## config.mk

```make
export PLATFORM = sky130hd
export DESIGN_NAME = conv_window_feeder
export DESIGN_NICKNAME = d
export VERILOG_FILES = /design/src/rtl/conv_window_feeder.sv
export SDC_FILE = /design/constraint.sdc
export NUM_CORES = 1
export LEC_CHECK = 0
export BUFFER_PORTS_ARGS = -buffer_cell sky130_fd_sc_hd__buf_4
export CELL_PAD_IN_SITES_DETAIL_PLACEMENT = 0
export CELL_PAD_IN_SITES_GLOBAL_PLACEMENT = 1
export CORE_UTILIZATION = 44
export CTS_CLUSTER_SIZE = 10
export DETAILED_ROUTE_END_ITERATION = 7
export PLACE_DENSITY_LB_ADDON = 0.1
export SLEW_MARGIN = 20
export SYNTH_ARGS = -nofsm -noshare
export SYNTH_HDL_FRONTEND = slang
export SYNTH_SLANG_ARGS = --single-unit
```

## constraint.sdc

```tcl
create_clock -name clk -period 9.7 [get_ports clk]
set_clock_uncertainty 0.05 [all_clocks]
set_input_delay 0.97 -clock clk [delete_from_list [all_inputs] [get_ports clk]]
set_output_delay 0.97 -clock clk [all_outputs]
set_load 0.05 [all_outputs]
```

## src/rtl/conv_window_feeder.sv

```systemverilog
// ---------------------------------------------------------------------------
// conv_window_feeder
//
// Producer-side companion to the 3x3 convolution engine. Walks an
// IMG_W x IMG_H image in raster order, fetches each 3x3 window from image
// memory, presents it to the engine, pulses conv_start, waits for conv_save
// and writes the returned 8-bit result into the (IMG_W-2) x (IMG_H-2)
// feature map (valid convolution, stride 1).
//
// Optional feature macro: WINDOW_REUSE_EN
//   When defined, windows with col>0 reuse the two left columns of the
//   previous window (shift left) and only fetch the new right column
//   (3 reads, 4-cycle FETCH). Results are identical either way.
//
// Ports:
//   clk, rst                 clock, asynchronous active-high reset
//   start                    begin a full-image pass (sampled in IDLE only)
//   img_rd_en, img_addr      image memory read request (data 1 cycle later)
//   img_rdata                image read data
//   win_data                 3x3 window, slot k=r*3+c at [k*DW +: DW]
//   conv_start               one-cycle start pulse to the engine
//   conv_save, conv_result   engine result strobe and 8-bit result
//   fm_we, fm_addr, fm_wdata feature-map write port
//   busy, done               pass in progress / end-of-pass pulse
//   dbg_state                current FSM state (debug visibility)
//
// Handshake: conv_start is a single-cycle request; the engine answers with
// a single-cycle conv_save carrying conv_result. conv_save is only honoured
// in WAIT, and win_data is held stable from START until WAIT ends.
// All outputs are driven directly from registers.
// ---------------------------------------------------------------------------
module conv_window_feeder #(
  parameter int dataWidthConv = 16,
  parameter int IMG_W         = 28,
  parameter int IMG_H         = 28,
  parameter int ADDR_W        = 10,
  parameter int FM_ADDR_W     = 10
) (
  input  logic                       clk,
  input  logic                       rst,
  input  logic                       start,
  output logic                       img_rd_en,
  output logic [ADDR_W-1:0]          img_addr,
  input  logic [dataWidthConv-1:0]   img_rdata,
  output logic [9*dataWidthConv-1:0] win_data,
  output logic                       conv_start,
  input  logic                       conv_save,
  input  logic [7:0]                 conv_result,
  output logic                       fm_we,
  output logic [FM_ADDR_W-1:0]       fm_addr,
  output logic [7:0]                 fm_wdata,
  output logic                       busy,
  output logic                       done,
  output logic [2:0]                 dbg_state
);

  localparam int DW = dataWidthConv;
  localparam int RW = $clog2(IMG_H);
  localparam int CW = $clog2(IMG_W);

`ifdef WINDOW_REUSE_EN
  localparam bit REUSE = 1'b1;
`else
  localparam bit REUSE = 1'b0;
`endif

  typedef enum logic [2:0] {
    S_IDLE  = 3'd0,
    S_FETCH = 3'd1,
    S_START = 3'd2,
    S_WAIT  = 3'd3,
    S_WRITE = 3'd4,
    S_ADV   = 3'd5,
    S_DONE  = 3'd6
  } state_t;

  state_t              state_q, state_d;
  logic [RW-1:0]       row_q, row_d;
  logic [CW-1:0]       col_q, col_d;
  logic [3:0]          cnt_q, cnt_d;
  logic                reuse_q, reuse_d;
  logic [7:0]          result_q, result_d;
  logic [9*DW-1:0]     win_q, win_d;

  logic                rd_en_q, rd_en_d;
  logic [ADDR_W-1:0]   addr_q, addr_d;
  logic                cstart_q, cstart_d;
  logic                we_q, we_d;
  logic [FM_ADDR_W-1:0] fm_addr_q, fm_addr_d;
  logic [7:0]          fm_wdata_q, fm_wdata_d;
  logic                busy_q, busy_d;
  logic                done_q, done_d;

  // Next-state, counters, window slots and captured result.
  always_comb begin
    int cap_k;
    int slot;
    state_d  = state_q;
    row_d    = row_q;
    col_d    = col_q;
    cnt_d    = cnt_q;
    reuse_d  = reuse_q;
    result_d = result_q;
    win_d    = win_q;
    cap_k    = int'(cnt_q) - 1;
    slot     = reuse_q ? (cap_k * 3 + 2) : cap_k;

    case (state_q)
      S_IDLE: begin
        if (start) begin
          row_d   = '0;
          col_d   = '0;
          cnt_d   = '0;
          reuse_d = 1'b0;
          state_d = S_FETCH;
        end
      end
      S_FETCH: begin
        cnt_d = cnt_q + 4'd1;
        // Reuse mode: first cycle slides the two right columns to the left.
        if (reuse_q && cnt_q == 4'd0) begin
          for (int r = 0; r < 3; r++) begin
            win_d[(r*3)*DW   +: DW] = win_q[(r*3+1)*DW +: DW];
            win_d[(r*3+1)*DW +: DW] = win_q[(r*3+2)*DW +: DW];
          end
        end
        // Read data lags its issue by one cycle, so cycle n fills issue n-1.
        if (cnt_q != 4'd0) begin
          for (int k = 0; k < 9; k++) begin
            if (k == slot) win_d[k*DW +: DW] = img_rdata;
          end
        end
        if (cnt_q == (reuse_q ? 4'd3 : 4'd9)) begin
          cnt_d   = '0;
          state_d = S_START;
        end
      end
      S_START: state_d = S_WAIT;
      S_WAIT: begin
        if (conv_save) begin
          result_d = conv_result;
          state_d  = S_WRITE;
        end
      end
      S_WRITE: state_d = S_ADV;
      S_ADV: begin
        cnt_d = '0;
        if (col_q < CW'(IMG_W - 3)) begin
          col_d   = col_q + CW'(1);
          reuse_d = REUSE;
          state_d = S_FETCH;
        end else begin
          col_d   = '0;
          reuse_d = 1'b0;
          if (row_q < RW'(IMG_H - 3)) begin
            row_d   = row_q + RW'(1);
            state_d = S_FETCH;
          end else begin
            state_d = S_DONE;
          end
        end
      end
      S_DONE:  state_d = S_IDLE;
      default: state_d = S_IDLE;
    endcase
  end

  // Registered outputs are computed from the upcoming state so that each
  // output is valid during the cycle its state is active.
  always_comb begin
    int iss_r;
    int iss_c;
    logic issuing;
    iss_r   = 0;
    iss_c   = 0;
    issuing = (state_d == S_FETCH) && (cnt_d < (reuse_d ? 4'd3 : 4'd9));
    if (reuse_d) begin
      iss_r = int'(cnt_d);
      iss_c = 2;
    end else begin
      iss_r = int'(cnt_d) / 3;
      iss_c = int'(cnt_d) % 3;
    end
    rd_en_d    = issuing;
    addr_d     = issuing ? ADDR_W'((int'(row_d) + iss_r) * IMG_W + int'(col_d) + iss_c)
                         : '0;
    cstart_d   = (state_d == S_START);
    we_d       = (state_d == S_WRITE);
    fm_addr_d  = (state_d == S_WRITE) ? FM_ADDR_W'(int'(row_d) * (IMG_W - 2) + int'(col_d))
                                      : '0;
    fm_wdata_d = (state_d == S_WRITE) ? result_d : 8'd0;
    busy_d     = (state_d != S_IDLE) && (state_d != S_DONE);
    done_d     = (state_d == S_DONE);
  end

  always_ff @(posedge clk or posedge rst) begin
    if (rst) begin
      state_q    <= S_IDLE;
      row_q      <= '0;
      col_q      <= '0;
      cnt_q      <= '0;
      reuse_q    <= 1'b0;
      result_q   <= '0;
      win_q      <= '0;
      rd_en_q    <= 1'b0;
      addr_q     <= '0;
      cstart_q   <= 1'b0;
      we_q       <= 1'b0;
      fm_addr_q  <= '0;
      fm_wdata_q <= '0;
      busy_q     <= 1'b0;
      done_q     <= 1'b0;
    end else begin
      state_q    <= state_d;
      row_q      <= row_d;
      col_q      <= col_d;
      cnt_q      <= cnt_d;
      reuse_q    <= reuse_d;
      result_q   <= result_d;
      win_q      <= win_d;
      rd_en_q    <= rd_en_d;
      addr_q     <= addr_d;
      cstart_q   <= cstart_d;
      we_q       <= we_d;
      fm_addr_q  <= fm_addr_d;
      fm_wdata_q <= fm_wdata_d;
      busy_q     <= busy_d;
      done_q     <= done_d;
    end
  end

  assign img_rd_en  = rd_en_q;
  assign img_addr   = addr_q;
  assign win_data   = win_q;
  assign conv_start = cstart_q;
  assign fm_we      = we_q;
  assign fm_addr    = fm_addr_q;
  assign fm_wdata   = fm_wdata_q;
  assign busy       = busy_q;
  assign done       = done_q;
  assign dbg_state  = state_q;

endmodule

```

After elaboration in Yosys (flattened, before gate mapping)
Index checks and enable logic that the tools add are counted.
{"block": "classes", "n_mux": 40, "n_reduce_logical": 11, "magnitude_cmp": 3, "div_mod_pow": 2, "addsub": 9, "n_eq_ne": 19, "n_mul": 3}
{"operator": "$mux W32", "count": 5}
{"operator": "$eq A4 B32 Y1 const A", "count": 4}
{"operator": "$mux W128", "count": 1}
{"operator": "$mux W16", "count": 8}
{"operator": "$eq A3 B32 Y1 const A", "count": 2}
{"operator": "$add A6 B32 Y32", "count": 1}
{"operator": "$div A5 B3 Y32 const B", "count": 1}
{"operator": "$eq A2 B32 Y1 const A", "count": 1}
{"operator": "$eq A5 B32 Y1 const A", "count": 1}
{"operator": "$logic_not A32 Y1", "count": 1}
{"operator": "$mod A5 B3 Y32 const B", "count": 1}
{"operator": "$mul A32 B4 Y8 const B", "count": 1}
{"operator": "$mux W10", "count": 3}
{"operator": "$mux W5", "count": 5}
{"operator": "$mux W8", "count": 3}
{"operator": "$pmux W5 S2", "count": 2}
{"operator": "$pmux W3 S6", "count": 1}
{"operator": "$mux W4", "count": 4}
{"operator": "$mux W3", "count": 5}
{"operator": "$eq A3 B3 Y1 const B", "count": 4}
{"operator": "$pmux W4 S3", "count": 1}
{"operator": "$add A10 B10 Y10", "count": 1}
{"operator": "$add A10 B5 Y10", "count": 1}
{"operator": "$add A10 B6 Y10", "count": 1}
{"operator": "20 further kinds", "count": 29}
{"block": "word_totals", "input_bits": 28, "regBits": 203, "out_inout_bits": 180}

Logic depth before layout (Yosys ltp)
{"block": "depth", "depth_word": 11, "ltp_mapped": 36, "mapped_depth_nobuf": 34}

Worst setup path before layout
OpenSTA, ideal clock, no wires.
{"block": "synth_path", "path_kind": "in2reg", "startpoint": "input start", "endpoint": "register addr_q[9] (netlist: img_addr[9])", "arrival_time_ns": 8.205, "n_path_buf": 1, "cell_stages": 32, "setup_time_ns": 0.080, "slack_ns": 1.365, "cell_sequence": "nor2b_1 > o21ai_1 > and2_1 > nor2_1 > clkinv_1 > nor2_1 > ha_1 > clkinv_1 > ha_1 > buf_1 > a21o_1 > a211o_1 > nor4_1 > a21oi_1 > ha_1 > fa_1 > a21o_1 > a21oi_1 > xor2_1 > inv_1 > ha_1 > fa_1 > ha_1 > xnor2_1 > ha_1 > ha_1 > or2_2 > a21oi_1 > a31oi_1 > xnor2_1 > or4b_1 > o211ai_2"}
{"block": "synth_between", "elab_chain_len": 9, "elab_cells_between_ends": 23, "classes_between": "add/sub (3); mul (1); div (2); order compare (1); eq/ne (1); mux (14); reduce/logical (1)"}
{"item": "from (decl)", "line_no": "41", "text": "input logic start,"}
{"item": "$mux W4 (*)", "line_no": "110", "text": "if (start) begin"}
{"item": "$pmux W4 S3 (*)", "line_no": "108", "text": "case (state_q)"}
{"item": "via cnt_d[3]", "line_no": "80", "text": "logic [3:0] cnt_q, cnt_d;"}
{"item": "$div A5 B3 Y32", "line_no": "181", "text": "iss_r = int'(cnt_d) / 3;"}
{"item": "$mux W32", "line_no": "177", "text": "if (reuse_d) begin"}
{"item": "$add A6 B32 Y32", "line_no": "185", "text": "addr_d = issuing ? ADDR_W'((int'(row_d) + iss_r) * IMG_W + int'(col_d) + iss_c)"}
{"item": "$mul A32 B4 Y8", "line_no": "185"}
{"item": "$add A10 B6 Y10", "line_no": "185"}
{"item": "$add A10 B10 Y10", "line_no": "185"}
{"item": "$mux W10 (*)", "line_no": "185"}
{"item": "via addr_d[9]", "line_no": "86", "text": "logic [ADDR_W-1:0] addr_q, addr_d;"}
{"item": "to (signal assigned)", "line_no": "222", "text": "addr_q <= addr_d;"}
{"item": "to (decl)", "line_no": "86"}
Mark *: on every way through the listed nets, which the timed path passes. The rest lies on a longest branch.
A chain may end at the register's enable or synchronous reset.

Worst setup path after layout
Ends and elaborated chain as after synthesis.

==> summary.txt <==
Run status
  • Status: finished clean

Critical path
  • Crit path max-delay family: adder cells
  • CP Buf/Inv Count: 4
  • Arrival time at the worst endpoint: 9.25 ns
  • Worst path most repeated cell: ha_1
  • Crit Path Max Fanout: 10
  • Delay of the slowest cell on the worst path: 0.49 ns
  • Worst EP required: 10.00 ns
  • Slowest stage cell on the critical path: or4b_1
  • CP Class: primary input to flop
  • Worst setup EP type: flop
  • Startpoint types: primary input

Synthesis
  • Post-synthesis xor/xnor area fraction: 0.0254
  • Post-synth net total: 1079
  • Ys flop type: dfrtp_1
  • Most common cell in the synthesized netlist: dfrtp_1
  • EDFF count, synth: 0
  • Synth Area in Compound Gates: 0.236
  • Cell variety after synth: 80
  • Sequential fraction of the synthesis area: 0.457
  • Cell count after synthesis: 972
  • Synthesized cell area: 10700 um^2
  • Yosys reg bits: 195
  • Fraction of synthesized area in multiplexers: 0.0517
  • Post-synthesis adder-cell area fraction: 0.101
  • Post-Synth Simple-Gate Area: 0.0822
  • Fraction of registers with async set/reset: 1.00
  • Synth top area share: 0.457
  • Main combinational cell family by area after synthesis: compound AO/OA/AOI/OAI gates
  • Synthesized area per cell: 11.0 um^2
  • Synth cell count leaders: dfrtp_1 (195), o22ai_1 (98), a2bb2oi_1 (96)
  • Synth top area cells: dfrtp_1 (46%), a2bb2oi_1 (7.9%), ha_1 (7.9%)
  • YS warnings: 0
  • Yosys top cell by area: dfrtp_1

Clock network
  • Clock Latency Late Sink: 0.43 ns
  • Resized Gates After CTS: 0
  • # hold bufs at CTS: 0
  • CTS sink cnt: 195
  • CTS tree: yes
  • Root Buffer: clkbuf_16
  • Clk buf depth: 2
  • Register clock-pin slew on the reported worst setup and hold paths: 0.08 ns
  • H-tree levels: 4
  • Postcts setup bufs: 0
  • Clock buffer count from CTS: 17

GRT
  • Largest net degree at the start of global routing: 129
  • First-pass GRT wire length: 45900 um
  • Vias in the first global route: 8108
  • Tot GR Track Use: 0.238
  • Initial antenna violation count: 0
  • Overflow after GRT: 0

Route
  • Drt first pass iters: 5
  • DR WL/cell: 19.9 um
  • Routed WL: 29200 um
  • Starting DRT DRC Count: 587
  • Antenna-violating nets left: 0
  • Vias per cell: 5.74
  • Number of remaining DRC errors: 0
  • Via count: 8435

Timing
  • # setup viols final: 0
  • TNS Setup: 0 ns
  • RSZ-0062 raised after global routing: false
  • Post-route minimum period: 8.95 ns
  • Fmax: 112 MHz
  • Final max-slew violation count: 0
  • Rel. slew slack: 0.322
  • Crit share post-route: 0.922
  • Worst-margin pin slew: 1.01 ns
  • Final Hold Viols: 0

Placed design
  • Number of buffers added on ports: 207
  • Routability congestion estimate from global placement: 0.831
  • DP Wirelength: 20500 um

Hold path
  • Hold Crit Class: flop to flop

Layout
  • Share of layout cells above drive strength 1: 0.288
  • Layout area overhead: 22.2%
  • Final Net Count: 1245
  • Antenna Diode Count: 0

Die
  • Die height: 158 um
  • Die footprint: 24900 um^2
  • I/O pin count: 208
  • Core Region: 23600 um^2
  • Starting Density: 0.452
  • FP Rows: 56
  • Die width: 158 um

Flow run
  • Max Cap Viol: 0
-- layout by cell type (no fill, tap or decap), types with 4 or more instances in the layout --
cell type,Yosys,routed
nand3_2,4,4
nor3_1,10,10
inv_1,46,45
xnor2_1,22,22
o22ai_1,98,98
fa_1,12,12
a2bb2oi_1,96,96
dfrtp_1,195,195
clkinv_8,0,5
clkinv_1,4,4
and2_1,16,15
inv_8,0,4
nor2b_1,12,12
buf_4,5,214
o21ai_0,27,27
nor4_1,4,4
clkbuf_16,0,17
nor2_1,37,37
a211oi_1,4,4
a21oi_1,35,35
a21o_1,16,16
nand4_1,7,7
nand2_1,27,26
inv_6,0,4
ha_1,67,67
a31oi_1,6,6
mux2_2,49,49
xor2_1,9,9
nand3_1,12,12
-- sequential cells by signal (all words and copies together) (netlist names), 3 cells and up --
name / cells
win_data: 144
fm_addr: 10
img_addr: 10
fm_wdata: 8
col_q: 5
row_q: 5
cnt_q: 4
dbg_state: 3
-- path summary, 6_finish.rpt --
path / start / endpoint / slack [ns] / depth (start not counted)
min in group asynchronous: rst / fm_wdata[4]$_DFF_PP0_ / 0.65 / 2
setup / recovery: start / img_addr[9]$_DFF_PP0_ / 0.75 / 32
setup reg to reg: reuse_q$_DFF_PP0_ / img_addr[9]$_DFF_PP0_ / 0.82 / 31
hold reg to reg: win_data[41]$_DFFE_PP0P_ / win_data[41]$_DFFE_PP0P_ / 0.49 / 1
hold / removal: win_data[41]$_DFFE_PP0P_ / win_data[41]$_DFFE_PP0P_ / 0.49 / 1
max in group asynchronous: rst / img_addr[4]$_DFF_PP0_ / 7.44 / 3
-- per-layer routing --
metal | GRT usage | wire length [um] | vias up
li1 | - | - | 3989
met1 | 0.316 | 13000 | 4238
met2 | 0.405 | 14700 | 184
met3 | 0.0348 | 1170 | 24
met4 | 0.0647 | 413 | 0
met5 | 0 | 0 | -
-- area by class of cell --
| cell class | instances | area (um^2) |
|---|---|---|
| clock inverter | 15 | 176 |
| fill | 2155 | 10600 |
| multi-input combinational | 654 | 5300 |
| sequential | 195 | 4880 |
| tap | 319 | 399 |
| clock buffer | 17 | 425 |
| timing repair buffer | 216 | 1650 |
| inverter | 54 | 211 |
-- per-stage QoR --
stage / instance area, um^2 / setup WS [ns] / util / hold WS, ns / std cells
floorplan: 10700 / 1.37 / - / 0.546 / 972
global placement: 12400 / 0.571 / 0.525 / 0.468 / 1437
detailed placement: 12400 / 0.380 / 0.525 / 0.472 / 1437
CTS: 13000 / 0.822 / 0.551 / 0.490 / 1469
global route: 13000 / 0.0496 / 0.552 / 0.514 / 1470
finish: 13000 / 0.753 / 0.552 / 0.489 / 1470
-- kinds of logic (layout without fill, tap and decap cells) --
| family | count (synthesis) | count (layout) |
|---|---|---|
| and+or+nand+nor | 159 | 159 |
| buffers and inverters | 123 | 302 |
| adders and majority gates | 79 | 79 |
| DFF | 195 | 195 |
| muxes | 49 | 49 |
| xor gates and xnor gates | 31 | 31 |
| AOI/OAI and AO/OA | 336 | 336 |
Power is not shown: default switching activity piles up to over one toggle a cycle in this logic, so the estimate is an artifact.
